`config.mk`:
```
export PLATFORM = sky130hd
export DESIGN_NAME = norm_shift_64
export DESIGN_NICKNAME = d
export VERILOG_FILES = /design/src/rtl/norm_shift_64.sv
export SDC_FILE = /design/constraint.sdc
export NUM_CORES = 1
export LEC_CHECK = 0
export ABC_AREA = 1
export CAP_MARGIN = 20
export CORE_UTILIZATION = 60
export CTS_BUF_LIST = sky130_fd_sc_hd__clkbuf_4
export CTS_CLUSTER_DIAMETER = 50
export DETAILED_ROUTE_END_ITERATION = 8
export GPL_TIMING_DRIVEN = 0
export PLACE_DENSITY_LB_ADDON = 0.05
export REMOVE_ABC_BUFFERS = 1
export SLEW_MARGIN = 15
export SYNTH_ARGS = -nofsm -noshare
export SYNTH_HDL_FRONTEND = slang
export SYNTH_SLANG_ARGS = --single-unit
```
`constraint.sdc`:
```
create_clock -name clk -period 7.15 [get_ports clk]
set_input_delay 1.43 -clock clk [delete_from_list [all_inputs] [get_ports clk]]
set_output_delay 1.43 -clock clk [all_outputs]
set_load 0.03 [all_outputs]
```
`src/rtl/norm_shift_64.sv`:
```
// norm_shift_64: two-stage normalizer; shifts the mantissa until bit 63 is set and lowers the exponent to match.
// Build option NORM_UNDERFLOW_EN limits the shift to the exponent and flags a denormal result.

module norm_shift_64 #(
   parameter int EXP_WIDTH = 12
) (
   input  logic                 clk,
   input  logic                 rst,
   input  logic                 in_valid,
   output logic                 in_ready,
   input  logic [63:0]          in_mant,
   input  logic [EXP_WIDTH-1:0] in_exp,
   output logic                 out_valid,
   input  logic                 out_ready,
   output logic [63:0]          out_mant,
   output logic [EXP_WIDTH-1:0] out_exp,
   output logic                 out_zero,
   output logic                 out_underflow
);

   logic                 s1_v, s2_v;
   logic                 adv1, adv2;
   logic [63:0]          s1_mant;
   logic [EXP_WIDTH-1:0] s1_exp;
   logic [6:0]           s1_lzc;
   logic                 s1_zero;
   logic [6:0]           lzc;
   logic                 lzc_zero;
   logic [EXP_WIDTH-1:0] lzc_ext;
   logic [6:0]           shamt;
   logic [63:0]          nxt_mant;
   logic [EXP_WIDTH-1:0] nxt_exp;
   logic                 nxt_uf;

   LZC_64 u_lzc (
      .data     (in_mant),
      .zero_num (lzc),
      .is_zero  (lzc_zero)
   );

   // A stage may advance when it is empty or the stage after it is advancing.
   assign adv2      = !s2_v || out_ready;
   assign adv1      = !s1_v || adv2;
   assign in_ready  = adv1;
   assign out_valid = s2_v;

   // NOTE: non-blocking assignments so every register samples pre-edge values.
   always_ff @(posedge clk) begin
      if (rst)
         s1_v <= 1'b0;
      else if (adv1)
         s1_v <= in_valid;
   end

   // NOTE: payload registers are qualified by s1_v, so they carry no reset.
   always_ff @(posedge clk) begin
      if (adv1 && in_valid) begin
         s1_mant <= in_mant;
         s1_exp  <= in_exp;
         s1_lzc  <= lzc;
         s1_zero <= lzc_zero;
      end
   end

   assign lzc_ext = EXP_WIDTH'(s1_lzc);

   always_comb begin
      // NOTE: every output gets a default first so no path infers a latch.
      shamt   = s1_lzc;
      nxt_exp = s1_exp - lzc_ext;
      nxt_uf  = 1'b0;
`ifdef NORM_UNDERFLOW_EN
      if (s1_exp < lzc_ext) begin
         shamt   = 7'(s1_exp);
         nxt_exp = '0;
         nxt_uf  = 1'b1;
      end
`endif
      nxt_mant = s1_mant << shamt;
      if (s1_zero) begin
         nxt_mant = '0;
         nxt_exp  = '0;
         nxt_uf   = 1'b0;
      end
   end

   always_ff @(posedge clk) begin
      if (rst) begin
         s2_v          <= 1'b0;
         out_mant      <= '0;
         out_exp       <= '0;
         out_zero      <= 1'b0;
         out_underflow <= 1'b0;
      end else if (adv2) begin
         s2_v <= s1_v;
         if (s1_v) begin
            out_mant      <= nxt_mant;
            out_exp       <= nxt_exp;
            out_zero      <= s1_zero;
            out_underflow <= nxt_uf;
         end
      end
   end

endmodule

// Leading-zero counter: zero_num is 64 for an all-zero word.
module LZC_64 (
   input  logic [63:0] data,
   output logic [6:0]  zero_num,
   output logic        is_zero
);

   always_comb begin
      zero_num = 7'd64;
      for (int i = 0; i < 64; i++) begin
         if (data[i]) zero_num = 7'(63 - i);
      end
   end

   assign is_zero = (data == 64'd0);

endmodule

```
==> impl_metrics.csv <==
group,metric,value,unit
status,outcome,"completed",
cts,clockBufferDepth,2,
logic_synthesis,syn_area,0.00989,sq mm
placement,hpwl_reported_at_the_end_of_detailed_placement,19600,um
detailed_routing,drt.antenna.violating_nets,0,
logic_synthesis,avg_cell_area_syn,6.88,sq um
finish,drive_gt1_frac,0.0399,
setup_path,worst-endpoint-required,7690,ps
cts,cts_setup_buffers,0,
worst_hold_path,worst_hold_path_type,"reg -> reg",
detailed_routing,total_vias_in_the_final_route,9946,
logic_synthesis,netlist_top_cells_area,"sky130_fd_sc_hd__edfxtp_1 (26%), sky130_fd_sc_hd__nand2_1 (20%), sky130_fd_sc_hd__dfxtp_1 (16%)",
sta,final_hold_viol_count,0,
cts,clock_sinks,163,
logic_synthesis,sequential_share_of_the_synthesized_area,0.415,
logic_synthesis,synth-seq-cells,163,
setup_path,startpoint,"out_ready",
cts,clkTransAtPathRegs,150,ps
setup_path,regToRegStartpoint,"s1_lzc[2]",
logic_synthesis,synth_top_cell_by_area,"sky130_fd_sc_hd__edfxtp_1",
finish,layout.nets,1630,
logic_synthesis,synth_largest_type_area_fraction,0.255,
detailed_routing,drt-wirelength-per-cell,14.7,um
logic_synthesis,synth_cells,1437,
sta,final_period_minus_worst_setup_slack,4810,ps
die,die_area,0.0170,sq mm
cts,post_cts_resize_count,0,
die,placementRows,46,
cts,ctsRootBufferMaster,"sky130_fd_sc_hd__clkbuf_4",
logic_synthesis,yosys-mux-area-fraction,0.0445,
logic_synthesis,synth-compound-area-share,0.143,
detailed_routing,post_drt_via_cell_ratio,5.61,
grt,grt_pass1_wl,41600,um
grt,global_route.overflow_total,0,
logic_synthesis,synthesis.yosys.warnings,0,
setup_path,start_kind,"input pin",
setup_path,critical_path_arrival,5350,ps
detailed_routing,drtIter0Drc,1073,
die,io_pins,160,
setup_path,category_of_the_most_critical_setup_path,"in -> reg",
detailed_routing,drt_pre_antenna_iters,6,
logic_synthesis,synth.cells.most_frequent,"sky130_fd_sc_hd__nand2_1 (528), sky130_fd_sc_hd__o21ai_0 (130), sky130_fd_sc_hd__inv_1 (127), sky130_fd_sc_hd__nand3_1 (108), sky130_fd_sc_hd__nor2_1 (88)",
grt,grt_start_max_net_pins,80,
cts,clk_lat_worst_skew,600,ps
logic_synthesis,post_synth_xor_area_fraction,0.00266,
logic_synthesis,synthAdderAreaFrac,0.0109,
detailed_routing,drcViolationCount,0,
cts,holdBufCountCts,0,
logic_synthesis,synth_ff_type,"sky130_fd_sc_hd__edfxtp_1",
logic_synthesis,synth_top_family_by_area,"simple AND/OR/NAND/NOR gates",
die,die_h,130,um
finish,filler_cell_count,1304,
cts,tritoncts.num_buffers,17,
setup_path,crit_path_max_fanout,79,
placement,global_placer_s_final_weighted_congestion,0.915,
sta,final-setup-viol-count,0,
run,cap_violations,0,
grt,track_usage,0.313,
sta,final.setup.tns,0,ps
finish,areaGrowthSynthToFinish,21.7,%
logic_synthesis,synth-simple-area-share,0.301,
sta,grt_setup_unrepaired,"no",
sta,max_freq,208,MHz
sta,fin_worst_hold_slack,475,ps
grt,grt_pass1_vias,8435,
logic_synthesis,synth-edff-count,84,
sta,worst_slew_pin_slew,985,ps
pwr,highest_ir_drop_seen_on_vdd,108,uV
worst_hold_path,timing.hold.worst.start,"out_mant[4]",
logic_synthesis,asr_flop_ratio_synth,0,
sta,final_min_period_over_clock_period,0.672,
die,coreArea,0.0160,sq mm
pwr,leakagePower,5.19,nW
sta,finalMaxSlewViolations,0,
pwr,power_per_cell_area,177,mW/mm^2
sta,slew_headroom,0.342,
cts,cts_tree,"built",
setup_path,endpoint_kind,"flip-flop",
grt,number_of_antenna_violations_at_the_first_check_in_global_routing,0,
die,fp.dieW,130,um
die,floorplan.initialDensity,0.618,
cts,number_of_levels_in_the_clock_h_tree,4,
logic_synthesis,yosysUniqueCellTypes,36,
sta,clock-skew-final,30.8,ps
logic_synthesis,synth_most_common_cell,"sky130_fd_sc_hd__nand2_1",
detailed_routing,drt-total-wl,26200,um
placement,port_buffers,158,
-- state kept, by name, indices dropped and copies added (netlist names) --
name	flops
s1_zero	1
s1_exp	12
s1_mant	64
out_valid	1
s1_v	1
out_mant	64
out_zero	1
out_exp	12
s1_lzc	7
-- placed cells by master (no fill, tap or decap), types with 4 or more instances in the layout --
master                            count
sky130_fd_sc_hd__clkdlybuf4s50_1    157
sky130_fd_sc_hd__or2_2                4
sky130_fd_sc_hd__nor3_1              10
sky130_fd_sc_hd__buf_16               5
sky130_fd_sc_hd__a21oi_1             67
sky130_fd_sc_hd__dfxtp_1             79
sky130_fd_sc_hd__a22oi_1             11
sky130_fd_sc_hd__inv_2                4
sky130_fd_sc_hd__ha_1                 7
sky130_fd_sc_hd__inv_1              125
sky130_fd_sc_hd__edfxtp_1            84
sky130_fd_sc_hd__inv_6                4
sky130_fd_sc_hd__clkbuf_4            18
sky130_fd_sc_hd__nor2_1              86
sky130_fd_sc_hd__a31oi_1             17
sky130_fd_sc_hd__o211ai_1            10
sky130_fd_sc_hd__nand3_1            108
sky130_fd_sc_hd__nor4_1               4
sky130_fd_sc_hd__mux2i_1             44
sky130_fd_sc_hd__nand2_1            527
sky130_fd_sc_hd__buf_8                6
sky130_fd_sc_hd__o21ai_0            130
sky130_fd_sc_hd__a2bb2oi_1            5
sky130_fd_sc_hd__buf_12               4
-- routing by layer --
metal	vias up	GRT usage	wire length, um
met2	435	0.481	11700
li1	4931	-	-
met4	0	0.0947	541
met5	-	0	0
met1	4522	0.449	11900
met3	58	0.0558	1980
-- cell type report --
cell class	count	area, sq um	area share
Antenna cell	3	7.51	0.000624
Inverter	130	490	0.0408
Timing Repair Buffer	174	1900	0.158
Multi-Input combinational cell	1056	4980	0.414
Tap cell	216	270	0.0225
Clock buffer	18	135	0.0112
Sequential cell	163	4100	0.341
Clock inverter	14	151	0.0126
-- report_power, final --
| part | internal [mW] | total (mW) | switching, mW |
|---|---|---|---|
| Clock | 0.217 | 0.568 | 0.351 |
| Sequential | 1.03 | 1.06 | 0.0287 |
| Combinational | 0.190 | 0.510 | 0.321 |
-- stage by stage --
step	total power [mW]	util	setup WS (ps)	cells	area, sq um
after floorplan	1.38	-	792	1349	9550
after global placement	1.55	0.713	-2540	1723	11400
after detailed placement	1.57	0.731	1770	1737	11700
after CTS	2.12	0.749	2400	1769	12000
after global routing	2.23	0.752	1910	1771	12000
final	2.13	0.752	2340	1774	12000
-- worst max-delay path, cell delays in order --
cell,delay [ps]
sky130_fd_sc_hd__clkdlybuf4s50_1,450
sky130_fd_sc_hd__inv_1,50
sky130_fd_sc_hd__nand2_1,120
sky130_fd_sc_hd__nand2_4,460
sky130_fd_sc_hd__nor2_1,850
sky130_fd_sc_hd__inv_1,210
sky130_fd_sc_hd__nor2_1,140
sky130_fd_sc_hd__inv_1,90
sky130_fd_sc_hd__nor2_4,380
sky130_fd_sc_hd__buf_12,260
sky130_fd_sc_hd__inv_1,270
sky130_fd_sc_hd__a21oi_1,200
sky130_fd_sc_hd__o21ai_0,130
sky130_fd_sc_hd__nand3_1,140
sky130_fd_sc_hd__nand2_1,70
sky130_fd_sc_hd__inv_1,70
-- kinds of logic after synthesis --
logic type / count (synthesis)
XOR/XNOR: 3
adder cells (fa/ha/maj): 8
AND/OR/NAND/NOR: 745
AO/OA/AOI/OAI: 255
flip-flops: 163
other: 1
buffers and inverters: 218
multiplexers: 44
-- worst paths after layout --
path	endpoint	cells past startpoint	slack, ps
setup reg to reg	out_exp[9]	17	3350
hold reg to reg	out_mant[4]	2	470
hold / removal	out_mant[4]	2	470
setup / recovery	out_mant[55]	16	2340
Note: power is estimated with default switching activity, not from simulation.
